**src/rtl/imem_interface.sv**
```systemverilog
// imem_interface: instruction-memory front end for the fetch stage.
// Serves the fetch pc from a small tagged buffer; on a miss it stalls
// fetch and pulls the word from a variable-latency memory over a
// valid/ready request and valid response handshake.
// Optional feature macro: IMEM_PREFETCH_EN (two entries, LRU bit,
// sequential prefetch of pc+1). Undefined: one entry, demand fetch only.

`ifndef ADDRESS_SIZE
  `define ADDRESS_SIZE 32
`endif
`ifndef INSTRUCTION_SIZE
  `define INSTRUCTION_SIZE 32
`endif
`ifndef NOP_INST
  `define NOP_INST 32'h00000013
`endif

module imem_interface #(
  parameter int ADDRESS_WIDTH = `ADDRESS_SIZE,
  parameter int DATA_WIDTH    = `INSTRUCTION_SIZE
) (
  input  logic                     clock,
  input  logic                     reset,
  input  logic [ADDRESS_WIDTH-1:0] pc,
  input  logic                     halt,
  output logic [DATA_WIDTH-1:0]    instruction,
  output logic                     stall,
  output logic                     mem_req_valid,
  output logic [ADDRESS_WIDTH-1:0] mem_req_addr,
  input  logic                     mem_req_ready,
  input  logic                     mem_resp_valid,
  input  logic [DATA_WIDTH-1:0]    mem_resp_data,
  output logic [15:0]              miss_count
);

`ifdef IMEM_PREFETCH_EN
  localparam int ENTRIES = 2;
`else
  localparam int ENTRIES = 1;
`endif

  typedef enum logic [1:0] {IDLE, REQUEST, WAIT} state_t;

  state_t                   state_q, state_d;
  logic [ADDRESS_WIDTH-1:0] req_addr_q, req_addr_d;
  logic                     count_miss;
  logic                     fill;
  logic                     fill_idx;
  logic                     hit;

  logic                     entry_valid [ENTRIES];
  logic [ADDRESS_WIDTH-1:0] entry_tag   [ENTRIES];
  logic [DATA_WIDTH-1:0]    entry_data  [ENTRIES];

`ifdef IMEM_PREFETCH_EN
  logic                     hit_idx;
  logic                     lru_q;
  logic                     victim_q, victim_d;
  logic [ADDRESS_WIDTH-1:0] next_pc;
  logic                     next_present;

  assign next_pc  = pc + ADDRESS_WIDTH'(1);
  assign fill_idx = victim_q;
`else
  assign fill_idx = 1'b0;
`endif

  // Buffer lookup: hit detection and instruction select, purely from buffer and pc.
  always_comb begin
    // NOTE: every always_comb output gets a default first so no path can infer a latch.
    hit         = 1'b0;
    instruction = `NOP_INST;
    for (int i = 0; i < ENTRIES; i++) begin
      if (entry_valid[i] && entry_tag[i] == pc) begin
        hit         = 1'b1;
        instruction = entry_data[i];
      end
    end
  end

  assign stall = !hit;

`ifdef IMEM_PREFETCH_EN
  // Which entry pc hit in, and whether pc+1 is already buffered.
  always_comb begin
    hit_idx      = 1'b0;
    next_present = 1'b0;
    for (int i = 0; i < ENTRIES; i++) begin
      if (entry_valid[i] && entry_tag[i] == pc)      hit_idx      = 1'(i);
      if (entry_valid[i] && entry_tag[i] == next_pc) next_present = 1'b1;
    end
  end
`endif

  // Next-state logic: start demand (or prefetch) in IDLE, handshake in REQUEST, fill in WAIT.
  // Stall is derived from the buffer alone, so demand and prefetch requests
  // need no distinction once issued.
  always_comb begin
    state_d    = state_q;
    req_addr_d = req_addr_q;
    count_miss = 1'b0;
    fill       = 1'b0;
`ifdef IMEM_PREFETCH_EN
    victim_d   = victim_q;
`endif
    case (state_q)
      IDLE: begin
        if (!halt) begin
          if (!hit) begin
            req_addr_d = pc;
            count_miss = 1'b1;
            state_d    = REQUEST;
`ifdef IMEM_PREFETCH_EN
            victim_d   = lru_q;
          end else if (!next_present) begin
            req_addr_d = next_pc;
            victim_d   = ~hit_idx;
            state_d    = REQUEST;
`endif
          end
        end
      end
      REQUEST: begin
        if (mem_req_ready) state_d = WAIT;
      end
      WAIT: begin
        if (mem_resp_valid) begin
          fill    = 1'b1;
          state_d = IDLE;
        end
      end
      default: state_d = IDLE;
    endcase
  end

  // FSM state, request address and victim registers.
  always_ff @(posedge clock or negedge reset) begin
    // NOTE: sequential state uses non-blocking assignments so every flop samples pre-edge values.
    if (!reset) begin
      state_q    <= IDLE;
      req_addr_q <= '0;
`ifdef IMEM_PREFETCH_EN
      victim_q   <= 1'b0;
`endif
    end else begin
      state_q    <= state_d;
      req_addr_q <= req_addr_d;
`ifdef IMEM_PREFETCH_EN
      victim_q   <= victim_d;
`endif
    end
  end

  assign mem_req_valid = (state_q == REQUEST);
  assign mem_req_addr  = req_addr_q;

  // Entry valid bits: cleared by reset, set when a response fills the victim.
  always_ff @(posedge clock or negedge reset) begin
    if (!reset) begin
      for (int i = 0; i < ENTRIES; i++) entry_valid[i] <= 1'b0;
    end else begin
      for (int i = 0; i < ENTRIES; i++) begin
        if (fill && fill_idx == 1'(i)) entry_valid[i] <= 1'b1;
      end
    end
  end

  // Entry tag and data storage, written on fill.
  always_ff @(posedge clock) begin
    // NOTE: tag/data storage is not reset; the valid bit alone gates its use.
    for (int i = 0; i < ENTRIES; i++) begin
      if (fill && fill_idx == 1'(i)) begin
        entry_tag[i]  <= req_addr_q;
        entry_data[i] <= mem_resp_data;
      end
    end
  end

  // Saturating demand-miss counter.
  always_ff @(posedge clock or negedge reset) begin
    if (!reset) begin
      miss_count <= '0;
    end else if (count_miss && miss_count != 16'hFFFF) begin
      miss_count <= miss_count + 16'd1;
    end
  end

`ifdef IMEM_PREFETCH_EN
  // LRU bit points away from the entry most recently filled, else most recently hit.
  always_ff @(posedge clock or negedge reset) begin
    if (!reset) begin
      lru_q <= 1'b0;
    end else if (fill) begin
      lru_q <= ~victim_q;
    end else if (hit) begin
      lru_q <= ~hit_idx;
    end
  end
`endif

endmodule

```
**config.mk**
```make
export PLATFORM = sky130hd
export DESIGN_NAME = imem_interface
export DESIGN_NICKNAME = d
export VERILOG_FILES = /design/src/rtl/imem_interface.sv
export SDC_FILE = /design/constraint.sdc
export NUM_CORES = 1
export LEC_CHECK = 0
export ABC_CLOCK_PERIOD_IN_PS = 5170
export BUFFER_PORTS_ARGS = -buffer_cell sky130_fd_sc_hd__buf_2
export CAP_MARGIN = 20
export CORE_ASPECT_RATIO = 1.2
export CORE_MARGIN = 2
export CORE_UTILIZATION = 50
export CTS_CLUSTER_DIAMETER = 30
export DETAILED_ROUTE_END_ITERATION = 10
export PLACE_DENSITY = 0.8
export SYNTH_ARGS = -nofsm -noshare
export SYNTH_HDL_FRONTEND = slang
export SYNTH_SLANG_ARGS = --single-unit
export TNS_END_PERCENT = 50
```
**constraint.sdc**
```tcl
create_clock -name clock -period 5.17 [get_ports clock]
set_input_delay 0.517 -clock clock [delete_from_list [all_inputs] [get_ports clock]]
set_output_delay 0.517 -clock clock [all_outputs]
set_load 0.01 [all_outputs]
```
==> After elaboration in Yosys (flattened, before gate mapping) <==
Memory sizes are Yosys's and may differ from the RTL's.
Cells that the tools add are included.
{ "classes": {"eq_ne": 8, "muxes": 14, "n_reduce_logical": 6, "addsub": 1, "bitwise_logic": 2} }
{ "ops": {"columns": ["cell", "n"], "rows": [
  ["32-bit == test", 1],
  ["32-bit two-way mux", 1],
  ["16-bit by 1-bit adder with 16-bit output (second input constant)", 1],
  ["16-bit != test (second input constant)", 1],
  ["1-bit two-way mux", 8],
  ["2-bit two-way mux", 4],
  ["2-bit != test (second input constant)", 3],
  ["2-bit case mux with 3 select lines", 1],
  ["4-bit AND reduction", 1],
  ["3-bit AND reduction", 1],
  ["2-bit by 1-bit == test with 1-bit output (second input constant)", 1],
  ["2-bit == test (second input constant)", 1],
  ["1-bit logical AND", 2],
  ["2-bit zero test", 1],
  ["2-bit by 1-bit != test with 1-bit output (second input constant)", 1],
  ["1-bit inverter", 2],
  ["1-bit zero test", 1]
]} }
{ "totals": {"mem_bits_rw": 64, "word_cells": 37, "ff_bits": 51, "mem_count": 2, "out_inout_bits": 82, "inputBits": 69} }
{ "memory_table": {"columns": ["name", "words", "word_bits", "rd", "rd_ports_with_merged_regs", "write_ports", "line_no", "source"], "rows": [
  ["entry_data", 1, 32, 1, 0, 1, "53", "logic [DATA_WIDTH-1:0] entry_data [ENTRIES];"],
  ["entry_tag", 1, 32, 1, 0, 1, "52", "logic [ADDRESS_WIDTH-1:0] entry_tag [ENTRIES];"]
]} }

==> Logic depth before layout (Yosys ltp) <==
Gate-level depths: netlist of the first run.
An unclocked memory read counts as a cell.
{ "depth": {"word_depth": 8, "depth_mapped": 8, "ltp_nobuf": 7} }

==> Least setup slack after synthesis of the first run <==
Ideal clock, no wire load.
{ "synth_path": {"path_type": "in2reg", "startpoint": "input mem_resp_valid", "endpoint": "memory entry_data[0][0] (netlist name), enable pin", "setup_slack_ps": 1453, "t_arrival_ps": 3230, "setup_ps": 487, "cell_stages": 2, "required_time_ps": 4683, "cell_sequence": "inv_1 nor2_1"} }
{ "synth_via": {"elab_chain_cells": 4} }
{ "synth_rtl": {"columns": ["element", "line_no", "source"], "rows": [
  ["start, declared", "31", "input logic mem_resp_valid,"],
  ["1-bit two-way mux", "127", "if (mem_resp_valid) begin"],
  ["1-bit two-way mux", "106", "case (state_q)"],
  ["via fill", "47", "logic fill;"],
  ["1-bit two-way mux", "172", "if (fill && fill_idx == 1'(i)) begin"],
  ["1-bit two-way mux (not written as such)", "174", "entry_data[i] <= mem_resp_data;"],
  ["end, declared", "53", null]
]} }
The timed path passes the listed nets, and every way through them passes these cells.

==> Worst setup path after layout of the first run <==
{ "layout_path": {"startpoint": "memory entry_tag[0][29] (netlist name)", "endpoint": "output instruction[2]"} }
{ "layout_via": {"elab_chain_cells": 4} }
{ "layout_rtl": {"columns": ["element", "line_no", "source"], "rows": [
  ["start, declared", "52", null],
  ["memory 1 x 32 bit", null, null],
  ["32-bit == test", "74", "if (entry_valid[i] && entry_tag[i] == pc) begin"],
  ["1-bit logical AND", "74", null],
  ["32-bit two-way mux", "74", null],
  ["end, declared", "26", "output logic [DATA_WIDTH-1:0] instruction,"]
]} }
Every way passes these cells.

==> reports/results.tsv, run 1 <==
metric	value	unit
finClkSkew	6.47	ps
start_util	51.2	%
yosysUniqueCellTypes	30	
synthXorXnorAreaFrac	8.51	%
r2r_start	entry_tag[0][29]	
drc	0	
cts-root-buf	clkbuf_8	
path_clk_slew	50	ps
drtIter0Drc	96	
ys_seq_elements	115	
ys_warn_count	0	
post-route-period-util	65.1	%
p_total	3.20	mW
tightest_slew	767	ps
layout-drive-gt1-share	40.3	%
clock_latency	510	ps
slew_headroom	48.9	%
n_antenna_cell	0	
p_sw	0.853	mW
hold_viol	0	
final_common_cell	buf_2	
crit_arrival	2850	ps
syn-cell-area	4630	sq um
power_frac_comb	18.9	%
muxShareOfSynthArea	8.51	%
synth_top_area_cell	edfxtp_1	
grt_pass1_wl	14300	microns
nNetsFinal	538	
rrSetupSlack	1980	ps
synth_top_flop_cell	edfxtp_1	
postSynthCellCount	305	
dr.pass1.iters	6	
grt-ovfl-total	0	
crit_required	4650	ps
leakagePower	2.73	nW
dieWidth	91.8	microns
swShare	26.6	%
cts_tree	built	
synth_compound_area_share	0.541	%
port_buffers	150	
synth_top_family_by_area	simple AND/OR/NAND/NOR gates	
rr_worst_depth	8	
area_growth	32.3	%
clock_path_buffers	2	
yosysSeqAreaShare	69.1	%
cts.sinks	115	
vias	2976	
netlist_top_cells_area	edfxtp_1, dfrtp_1, xor2_1, mux2_1, and2_1	
setup_viol	0	
die-height	109	microns
grt_setup_unrepaired	false	
track_usage	19.0	%
cts_hold_buf	0	
drt-total-wl	9070	microns
antenna_left	0	
synth.avg_cell_area	15.2	sq um
async_flop_share	44.3	%
ir_worst_vdd	0.000371	V
rows	38	
r2r_end	mem_req_addr[28]	
start_kind	flop	
p_int	2.35	mW
pwr-share-seq	43.9	%
wl_per_cell	15.1	microns
cts.repair.resized	0	
pwr-share-clk	37.2	%
endpoint_kind	output port	
cts_buffers	17	
grt_pass1_vias	2932	
synth_top_area_share	41.5	%
coreArea	9030	sq um
drv_cap	0	
synthSimpleGateAreaFrac	11.3	%
min_period	3370	ps
finalNonFillerCells	601	
htree_levels	4	
post_drt_via_cell_ratio	4.95	
synthAdderAreaFrac	0.270	%
gp_congestion	0.731	
critPathKind	flop to output port	
die_area	10000	sq um
hold_class	input pin to async pin	
dp_hpwl	6200	microns
power-per-cell-area	523	nW/um^2
status	completed	
io_pins	151	
fmax	0.297	GHz
synthesis.nets	375	
tns	0	ps
grt_antenna_before_repair	0	
grt_max_degree	61	
synth_edf_count	64	
cp_max_fo	49	
cts_setup_buffers	0	
final_cell_mix	buf_2, edfxtp_1, dfrtp_1, xor2_1	
finalMaxSlewViolations	0	
dp_cells	569	
power by group through the flow:
stage,Clock (mW),Combinational (mW),Sequential (mW)
after floorplan,0,0.286,1.47
after global placement,0,0.595,1.40
after detailed placement,0,0.613,1.42
after CTS,1.22,0.619,1.41
after global routing,1.26,0.664,1.44
final,1.19,0.606,1.41
cells by family after synthesis:
logic type	count (synthesis)
mux	35
flops	115
xor+xnor	45
fa+ha+maj	1
compound gates	3
simple gates	92
buf+inv	14
worst max-delay path, cell delays in order (launching register included):
cell and delay, ps:
edfxtp_1 380, xor2_1 150, nor4_1 570, nand4_1 280, nor3_4 230, buf_4 390, and2_1 200, buf_2 130
worst max path at each step:
stage	slack, ps	to	from	cells past startpoint
3_3_place_gp	1890	mem_req_addr[4]	pc[29]	9
5_1_grt	1680	instruction[9]	entry_tag[0][29]	7
2_1_floorplan	1450	entry_data[0][0]	mem_resp_valid	2
4_1_cts	1740	instruction[2]	entry_tag[0][29]	7
6_report	1800	instruction[2]	entry_tag[0][29]	7
3_5_place_dp	1690	mem_req_addr[28]	pc[29]	9
layer usage:
metal | track usage [%] | vias to the layer above | wire length, microns
met2 | 29.6 | 132 | 4300
li1 | - | 1406 | -
met5 | 0 | - | 0
met3 | 8.77 | 18 | 909
met1 | 23.2 | 1420 | 3700
met4 | 8.10 | 0 | 153
area by class of cell:
type	count	area [sq um]
multi-input combinational	176	1360
timing repair buffer	154	781
inverter	4	15.0
tap	120	150
clock buffer	21	459
sequential	115	3200
clock inverter	11	156
fill	658	2910
synthesized netlist by cell type (6+ instances only):
cell,number
nand2_1,11
nor4_1,10
mux2_1,29
nand3_1,9
dfrtp_1,51
mux2_2,6
and2_1,29
nor2_1,6
edfxtp_1,64
nand2b_1,6
xor2_1,43
nor3_1,7
flip-flops by register name, indices dropped and copies added (netlist names):
signal	flops
state_q	2
entry_tag	32
entry_data	32
entry_valid	1
mem_req_addr	32
miss_count	16
per-stage QoR:
| step | hold WS (ps) | instance area [sq um] | util (%) | worst slack [ps] |
|---|---|---|---|---|
| 5_1_grt | 149 | 6120 | 67.8 | 1680 |
| 6_report | 126 | 6120 | 67.8 | 1800 |
| 3_5_place_dp | 452 | 5510 | 61.0 | 1690 |
| 2_1_floorplan | 221 | 4630 | - | 1450 |
| 4_1_cts | 140 | 6120 | 67.8 | 1740 |
| 3_3_place_gp | 447 | 5510 | 61.0 | 1890 |
Power figures use the tool's default switching activity.
==> run 2: changes to the inputs <==
ABC_AREA = 1   (was default)
ABC_CLOCK_PERIOD_IN_PS = 3500   (was 5170)
CORE_UTILIZATION = 52   (was 50)
PLACE_DENSITY = 0.81   (was 0.8)
clock period = 3.5 ns   (was 5.17 ns; I/O delays follow)
==> reports/results.tsv, run 2 <==
metric	value	unit
status	completed	
cts_setup_buffers	0	
synth_edf_count	64	
n_antenna_cell	0	
grt-ovfl-total	0	
post_drt_via_cell_ratio	4.97	
dp_cells	795	
yosysMostFrequentCell	nand2_1	
slew_headroom	47.9	%
synthAdderAreaFrac	0.247	%
yosysSeqAreaShare	63.2	%
tns	0	ps
leakagePower	3.39	nW
nFillCells	737	
vias	4123	
finClkSkew	9.92	ps
syn-cell-area	5060	sq um
critPathMaxStageDelay	450	ps
drv_cap	0	
dr.pass1.iters	4	
synth_compound_area_share	2.87	%
grt_antenna_before_repair	0	
cts.repair.resized	0	
synth_top_area_cell	edfxtp_1	
synthesis.nets	603	
coreArea	9520	sq um
endpoint_kind	output port	
area_growth	30.1	%
final_cell_mix	nand2_1, buf_2, inv_1, edfxtp_1, dfrtp_1	
synthSimpleGateAreaFrac	22.1	%
synthXorXnorAreaFrac	2.77	%
min-delay-start	mem_resp_data[26]	
gp_congestion	0.812	
post-route-cell-area	6590	sq um
start_kind	flop	
rr_worst_depth	13	
maxUsedRoutingLayer	met4	
cts_hold_buf	0	
grt_setup_unrepaired	false	
holdPathStages	1	
drc	0	
r2r_end	miss_count[3]	
io_pins	151	
cts_tree	built	
ys_seq_elements	115	
hold_slack	118	ps
die_area	10500	sq um
crit_required	3150	ps
crit_arrival	2530	ps
finalNonFillerCells	829	
synth_top_flop_cell	edfxtp_1	
antenna_left	0	
drt-total-wl	12100	microns
ir_worst_vdd	0.000335	V
ys_warn_count	0	
path_clk_slew	50	ps
netlist_top_cells_area	edfxtp_1, dfrtp_1, nand2_1, inv_1, nor2_1	
nNetsFinal	763	
clock_latency	400	ps
layout-drive-gt1-share	27.9	%
htree_levels	4	
cts-root-buf	clkbuf_16	
grt_pass1_wl	19300	microns
fmax	0.347	GHz
dieWidth	94.1	microns
synth_top_area_share	38.0	%
final_common_cell	nand2_1	
postSynthCellCount	533	
grt_pass1_vias	4118	
grt_max_degree	51	
p_total	4.85	mW
die-height	112	microns
r2r_start	entry_tag[0][16]	
final.setup.worst_slack	620	ps
setup_viol	0	
finalMaxSlewViolations	0	
wl_met1	4460	microns
drtIter0Drc	190	
cts_buffers	17	
port_buffers	150	
placed_area	5940	sq um
track_usage	24.0	%
cpMostUsedCell	nor2_1	
place_ws	931	ps
start_util	53.2	%
slowest_stage	buf_4	
dp_hpwl	8390	microns
yosysUniqueCellTypes	31	
muxShareOfSynthArea	0	%
synth.avg_cell_area	9.50	sq um
wl_per_cell	14.6	microns
min_period	2880	ps
cp_max_fo	50	
hold_viol	0	
post-route-period-util	82.3	%
rrSetupSlack	1050	ps
synthTopCellsByCount	nand2_1, inv_1, edfxtp_1, dfrtp_1, nor2_1	
route.met3.wl	584	microns
met2WireLength	6820	microns
worstPathCellList	xnor2_1 -> nand2_1 -> nor2_1 -> nand2_1 -> nor2_1 -> nand3_2 -> buf_4 -> nor2_1 -> buf_2	
tightest_slew	781	ps
hold_class	input pin to flop	
async_flop_share	44.3	%
rows	39	
clock_path_buffers	2	
synth_top_family_by_area	simple AND/OR/NAND/NOR gates	
cts.sinks	115	
critPathKind	flop to output port	
hold_path_end	entry_data[0][26]	
fin_util	69.2	%
power-per-cell-area	737	nW/um^2
-- run 2: worst max-delay path, delay by kind of cell, from the launching register on --
family,cells,cell delay (ps)
AND/OR/NAND/NOR,6,900
buffers and inverters,2,600
flip-flops,1,370
XOR/XNOR,1,240
-- run 2: logic make-up (layout without fill, tap and decap cells) --
kind of cell	Yosys count	in the layout
simple gates	265	265
flops	115	115
buf+inv	109	282
compound gates	27	27
xor+xnor	16	16
fa+ha+maj	1	1
-- run 2: where the power goes --
part | internal [mW] | total, mW | leakage [nW] | switching (mW)
clock network | 1.22 | 1.80 | 0.300 | 0.575
logic | 0.380 | 1.01 | 1.86 | 0.628
registers | 1.83 | 2.05 | 1.23 | 0.220
total | 3.43 | 4.85 | 3.39 | 1.42
-- run 2: area by class of cell --
| type | instances | area (sq um) | share of cell area, % |
|---|---|---|---|
| tap | 123 | 154 | 2.34 |
| timing repair buffer | 157 | 843 | 12.8 |
| sequential | 115 | 3200 | 48.5 |
| multi-input combinational | 309 | 1420 | 21.6 |
| inverter | 93 | 349 | 5.30 |
| clock buffer | 21 | 460 | 6.99 |
| clock inverter | 11 | 159 | 2.41 |
-- run 2: worst max path at each step --
stage,cells after the start,from,end
6_report,9,entry_tag[0][0],instruction[7]
5_1_grt,9,entry_tag[0][0],instruction[14]
4_1_cts,9,entry_tag[0][0],instruction[7]
3_5_place_dp,10,pc[0],instruction[7]
3_3_place_gp,10,pc[0],instruction[6]
2_1_floorplan,2,state_q[0],entry_data[0][0]
-- run 2: routing by layer --
metal / GRT usage (%) / vias to the layer above
met3: 6.58 / 19
met5: 0 / -
li1: - / 2014
met4: 9.86 / 0
met2: 42.9 / 114
met1: 26.8 / 1976
